### config.mk
export PLATFORM = sky130hd
export DESIGN_NAME = spi_xfer_arbiter
export DESIGN_NICKNAME = d
export VERILOG_FILES = /design/src/rtl/spi_xfer_arbiter.sv
export SDC_FILE = /design/constraint.sdc
export NUM_CORES = 1
export LEC_CHECK = 0
export BUFFER_PORTS_ARGS = -buffer_cell sky130_fd_sc_hd__buf_4
export CORE_ASPECT_RATIO = 0.6
export CORE_MARGIN = 10
export CORE_UTILIZATION = 51
export CTS_BUF_LIST = sky130_fd_sc_hd__clkbuf_16
export DETAILED_ROUTE_END_ITERATION = 6
export PLACE_DENSITY = 0.88
export SYNTH_ARGS = -nofsm -noshare
export SYNTH_HDL_FRONTEND = slang
export SYNTH_SLANG_ARGS = --single-unit
### constraint.sdc
create_clock -name clk -period 2.7 [get_ports clk]
set_input_delay 0.405 -clock clk [delete_from_list [all_inputs] [get_ports clk]]
set_output_delay 0.405 -clock clk [all_outputs]
set_load 0.1 [all_outputs]
### src/rtl/spi_xfer_arbiter.sv
// Two-requester round-robin front end sharing one SPI engine.
// Define SPI_ARB_TIMEOUT_EN to abandon transfers stuck in WAIT_DONE.
module spi_xfer_arbiter #(
    parameter int GO_PULSE_LEN   = 7,
    parameter int TIMEOUT_CYCLES = 1023
) (
    input  logic        clk,
    input  logic        reset,
    input  logic        req0,
    input  logic        req1,
    input  logic [31:0] wdata0,
    input  logic [31:0] wdata1,
    output logic        ack0,
    output logic        ack1,
    output logic [31:0] rdata0,
    output logic [31:0] rdata1,
    output logic        spi_go,
    output logic [31:0] spi_wdata,
    input  logic        spi_done,
    input  logic [31:0] spi_rdata,
    output logic        busy,
    output logic        owner,
    output logic        err
);
    typedef enum logic [1:0] {IDLE, ISSUE, WAIT_DONE, RESP} state_t;

    localparam logic [3:0] GO_LAST = 4'(GO_PULSE_LEN - 1);

    if (GO_PULSE_LEN < 1 || GO_PULSE_LEN > 15) begin : g_bad_go
        $error("GO_PULSE_LEN out of range");
    end
    if (TIMEOUT_CYCLES < 1 || TIMEOUT_CYCLES > 65535) begin : g_bad_to
        $error("TIMEOUT_CYCLES out of range");
    end

    state_t      state_q, state_d;
    logic        go_d;
    logic [31:0] wdata_d;
    logic        ack0_d, ack1_d;
    logic [31:0] rdata0_d, rdata1_d;
    logic        owner_d, busy_d;
    logic        prio_q, prio_d;
    logic        done_seen_q, done_seen_d;
    logic        done_q;
    logic [3:0]  go_cnt_q, go_cnt_d;
    logic        rise, grant;

    assign rise  = spi_done & ~done_q;
    assign grant = (req0 & req1) ? prio_q : req1;

`ifdef SPI_ARB_TIMEOUT_EN
    localparam logic [15:0] TO_LAST = 16'(TIMEOUT_CYCLES - 1);
    logic [15:0] to_cnt_q, to_cnt_d;
    logic        err_d;

    always_ff @(posedge clk) begin
        if (reset) begin
            to_cnt_q <= '0;
            err      <= 1'b0;
        end else begin
            to_cnt_q <= to_cnt_d;
            err      <= err_d;
        end
    end
`else
    assign err = 1'b0;
`endif

    always_comb begin
        state_d     = state_q;
        go_d        = spi_go;
        wdata_d     = spi_wdata;
        ack0_d      = 1'b0;
        ack1_d      = 1'b0;
        rdata0_d    = rdata0;
        rdata1_d    = rdata1;
        owner_d     = owner;
        busy_d      = busy;
        prio_d      = prio_q;
        done_seen_d = done_seen_q;
        go_cnt_d    = go_cnt_q;
`ifdef SPI_ARB_TIMEOUT_EN
        to_cnt_d    = to_cnt_q;
        err_d       = 1'b0;
`endif
        unique case (state_q)
            IDLE: begin
                if (req0 | req1) begin
                    owner_d     = grant;
                    wdata_d     = grant ? wdata1 : wdata0;
                    go_d        = 1'b1;
                    go_cnt_d    = '0;
                    done_seen_d = 1'b0;
                    busy_d      = 1'b1;
                    state_d     = ISSUE;
`ifdef SPI_ARB_TIMEOUT_EN
                    to_cnt_d    = '0;
`endif
                end
            end
            ISSUE: begin
                // an engine that finishes early must not be missed
                if (rise) done_seen_d = 1'b1;
                if (go_cnt_q == GO_LAST) begin
                    go_d    = 1'b0;
                    state_d = WAIT_DONE;
                end else begin
                    go_cnt_d = go_cnt_q + 4'd1;
                end
            end
            WAIT_DONE: begin
                if (rise | done_seen_q) begin
                    done_seen_d = 1'b0;
                    state_d     = RESP;
                    ack0_d      = ~owner;
                    ack1_d      = owner;
                    if (owner) rdata1_d = spi_rdata;
                    else       rdata0_d = spi_rdata;
                end
`ifdef SPI_ARB_TIMEOUT_EN
                else if (to_cnt_q == TO_LAST) begin
                    state_d = RESP;
                    ack0_d  = ~owner;
                    ack1_d  = owner;
                    err_d   = 1'b1;
                end else begin
                    to_cnt_d = to_cnt_q + 16'd1;
                end
`endif
            end
            RESP: begin
                prio_d  = ~owner;
                busy_d  = 1'b0;
                state_d = IDLE;
            end
            default: state_d = IDLE;
        endcase
    end

    always_ff @(posedge clk) begin
        if (reset) begin
            state_q     <= IDLE;
            spi_go      <= 1'b0;
            spi_wdata   <= '0;
            ack0        <= 1'b0;
            ack1        <= 1'b0;
            rdata0      <= '0;
            rdata1      <= '0;
            owner       <= 1'b0;
            busy        <= 1'b0;
            prio_q      <= 1'b0;
            done_seen_q <= 1'b0;
            done_q      <= 1'b0;
            go_cnt_q    <= '0;
        end else begin
            state_q     <= state_d;
            spi_go      <= go_d;
            spi_wdata   <= wdata_d;
            ack0        <= ack0_d;
            ack1        <= ack1_d;
            rdata0      <= rdata0_d;
            rdata1      <= rdata1_d;
            owner       <= owner_d;
            busy        <= busy_d;
            prio_q      <= prio_d;
            done_seen_q <= done_seen_d;
            done_q      <= spi_done;
            go_cnt_q    <= go_cnt_d;
        end
    end
endmodule

==> summary.txt <==
number of enable-type register cells in the synthesized netlist = 0
count of antenna-violating nets left after detailed routing = 0
iteration count of the initial detailed-routing pass = 4
detail-routed via count per cell = 5.21
Yosys reg bits = 110
RSZ-0062 raised after global routing = no
placed cell area = 6070 sq um
number of antenna violations at the first check in global routing = 0
warning count from the yosys run = 0
I/O pin cnt = 203
Routed WL per cell = 17.1 um
post-cts repair resize count = 0
Horiz. Die Dim = 142 um
Clock transition at path regs = 70 ps
Setup WS post-layout = 893 ps
cell total after placement = 792
sequential area share after synthesis = 48.6%
clock latency on the worst-skew pair = 340 ps
Setup TNS = 0 ps
biggest fanout along the worst timing path = 6
largest net degree at the start of global routing = 69
final instance area = 6350 sq um
critical path startpoint category = register
synthesized netlist net count = 617
remaining design rule violation count = 0
Leakage = 2.83 nW
proportion of layout cells with a drive suffix above 1 = 37.2%
Post-CTS Setup Repair Bufs = 0
clock skew = 7.62 ps
GP Congestion = 0.772
maximum vdd ir drop = 942 uV
root buffer cell = clkbuf_16
port buffer count = 201
row cnt = 26
post-detail-place hpwl = 10400 um
utilization of the core after routing = 73.9%
pre-CTS worst setup slack = 923 ps
sum of routed wire segments on met1 = 5470 um
Layout area overhead = 40.0%
aggregate global routing overflow = 0
length of routed met3 wiring = 1030 um
vias in the first global route = 4307
detailed-route wire length = 13800 um
final layout net count = 800
die area = 13200 sq um
clock period minus worst slack = 1810 ps
crit share post-route = 66.9%
Starting Density = 52.8%
number of inserted diodes = 0
number of vias after detailed routing = 4206
TritonCTS clock tree = done
Core Footprint = 8590 sq um
number of buffers between clock root and the deepest sink = 2
highest routed layer = met4
overall fraction of global-route tracks in use = 19.8%
outcome = finished, final reports clean
Slew Limit Headroom = 39.2%
max frequency = 0.554 GHz
Inserted Clock Buffers = 9
count of final setup violators = 0
endpoint arrival time on the critical path = 2000 ps
cts hold-fix bufs = 0
total number of H-tree levels = 3
top flip-flop cell by instance count after synthesis = dfxtp_1
clock tree sinks = 110
count of unique library cells instantiated by Yosys = 38
transition time at the pin with the least slew margin = 913 ps
final max-slew violation count = 0
gate count after technology mapping = 508
type of destination of the critical path = register
mean cell area of the mapped netlist = 8.92 sq um
global-route wire length before repair = 21800 um
post-synthesis instance area = 4530 sq um
required time at the endpoint of the critical path = 2900 ps
hold crit path type = input port to register
kind of critical path = register to register
height of the die = 93.0 um
Initial DRC Count = 216
FFs w/ async S/R, synth = 0%
reported max-cap violation count = 0
routed length on met2 = 7030 um
final hold vios = 0
final std cells w/o fill = 808
Power per Cell Area = 1040 nW/um^2
## metrics by stage
step,power [mW],hold slack (ps)
CTS,6.62,308
detailed placement,5.39,448
finish,6.58,310
global placement,5.30,442
floorplan,4.66,507
global route,6.83,322
## where the power goes
group / switching [mW] / internal [mW]
Clock: 0.597 / 0.630
Sequential: 0.175 / 1.89
Combinational: 2.53 / 0.756
## per-layer routing
layer,up-vias,GRT usage [%]
li1,2080,-
met1,1982,21.5
met2,122,35.3
met3,22,7.22
met4,0,6.78
met5,-,0
## state kept, by name, summed over array words and instances (netlist names)
name and flops:
rdata1 32, go_cnt_q 4, done_seen_q 1, done_q 1, prio_q 1, spi_wdata 32, busy 1, owner 1
spi_go 1, ack1 1, state_q 2, rdata0 32, ack0 1
## Yosys cell counts, drive strengths merged, types with 2 or more instances
cell / number / share of area [%]
dfxtp: 110 / 49
nand4: 2 / 0.28
o21ai: 5 / 0.80
o211a: 2 / 0.44
nor2: 44 / 3.7
buf: 21 / 3.0
o211ai: 2 / 0.55
nor2b: 3 / 0.41
mux2i: 33 / 7.3
a211oi: 35 / 9.0
nand3: 4 / 0.44
nand2: 131 / 11
a31oi: 2 / 0.28
a21oi: 69 / 7.6
clkbuf: 15 / 1.2
inv: 6 / 0.50
o21bai: 2 / 0.33
ha: 8 / 2.2
nor3: 2 / 0.22
## kinds of logic after synthesis
family                   synth area share, %
AO/OA/AOI/OAI                           19.5
other                                 0.0827
flip-flops                              48.6
buffers and inverters                   4.75
AND/OR/NAND/NOR                         17.6
adder cells (fa/ha/maj)                 2.21
multiplexers                            7.29
## area by class of cell
cell class	count	area (sq um)
tap	112	140
inverter	6	22.5
timing repair buffer	208	1590
clock inverter	7	50.0
fill	635	2240
clock buffer	9	225
sequential	110	2200
multi-input combinational	356	2120
## placed cells by master, fill, tap and decap left out, types with 2 or more instances in the layout
master     synthesis  routed
buf_12             0       2
nor3_1             2       2
ha_1               8       8
a211oi_1           6       6
nand2_1          131     131
mux2i_1           33      33
o21ai_0            4       4
o211a_1            2       2
clkbuf_16          0       9
nor2_1            43      43
nor2b_1            3       3
inv_1              5       6
a211oi_2          29      29
o21bai_1           2       2
inv_6              0       2
dfxtp_1          110     110
o211ai_2           2       2
clkinv_4           0       2
nand4_1            2       2
a21oi_1           69      69
buf_4              1     206
nand3_1            4       4
a31oi_1            2       2
## worst paths after layout
path                           start                 endpoint  slack (ps)  cells past startpoint
max reg2reg  state_q[0]$_SDFFE_PP0P_  state_q[1]$_SDFFE_PP0P_         890                      6
min                         spi_done        done_q$_SDFF_PP0_         310                      2
max          state_q[0]$_SDFFE_PP0P_  state_q[1]$_SDFFE_PP0P_         890                      6
min reg2reg   rdata0[3]$_SDFFE_PP0P_   rdata0[3]$_SDFFE_PP0P_         460                      2
## critical path, stage by stage (launching register included)
cell and delay [ps]:
dfxtp_1 410, inv_1 120, ha_1 300, nor2b_1 190
a221oi_2 360, mux2i_1 230, nor2_1 50
Power figures use the tool's default switching activity.
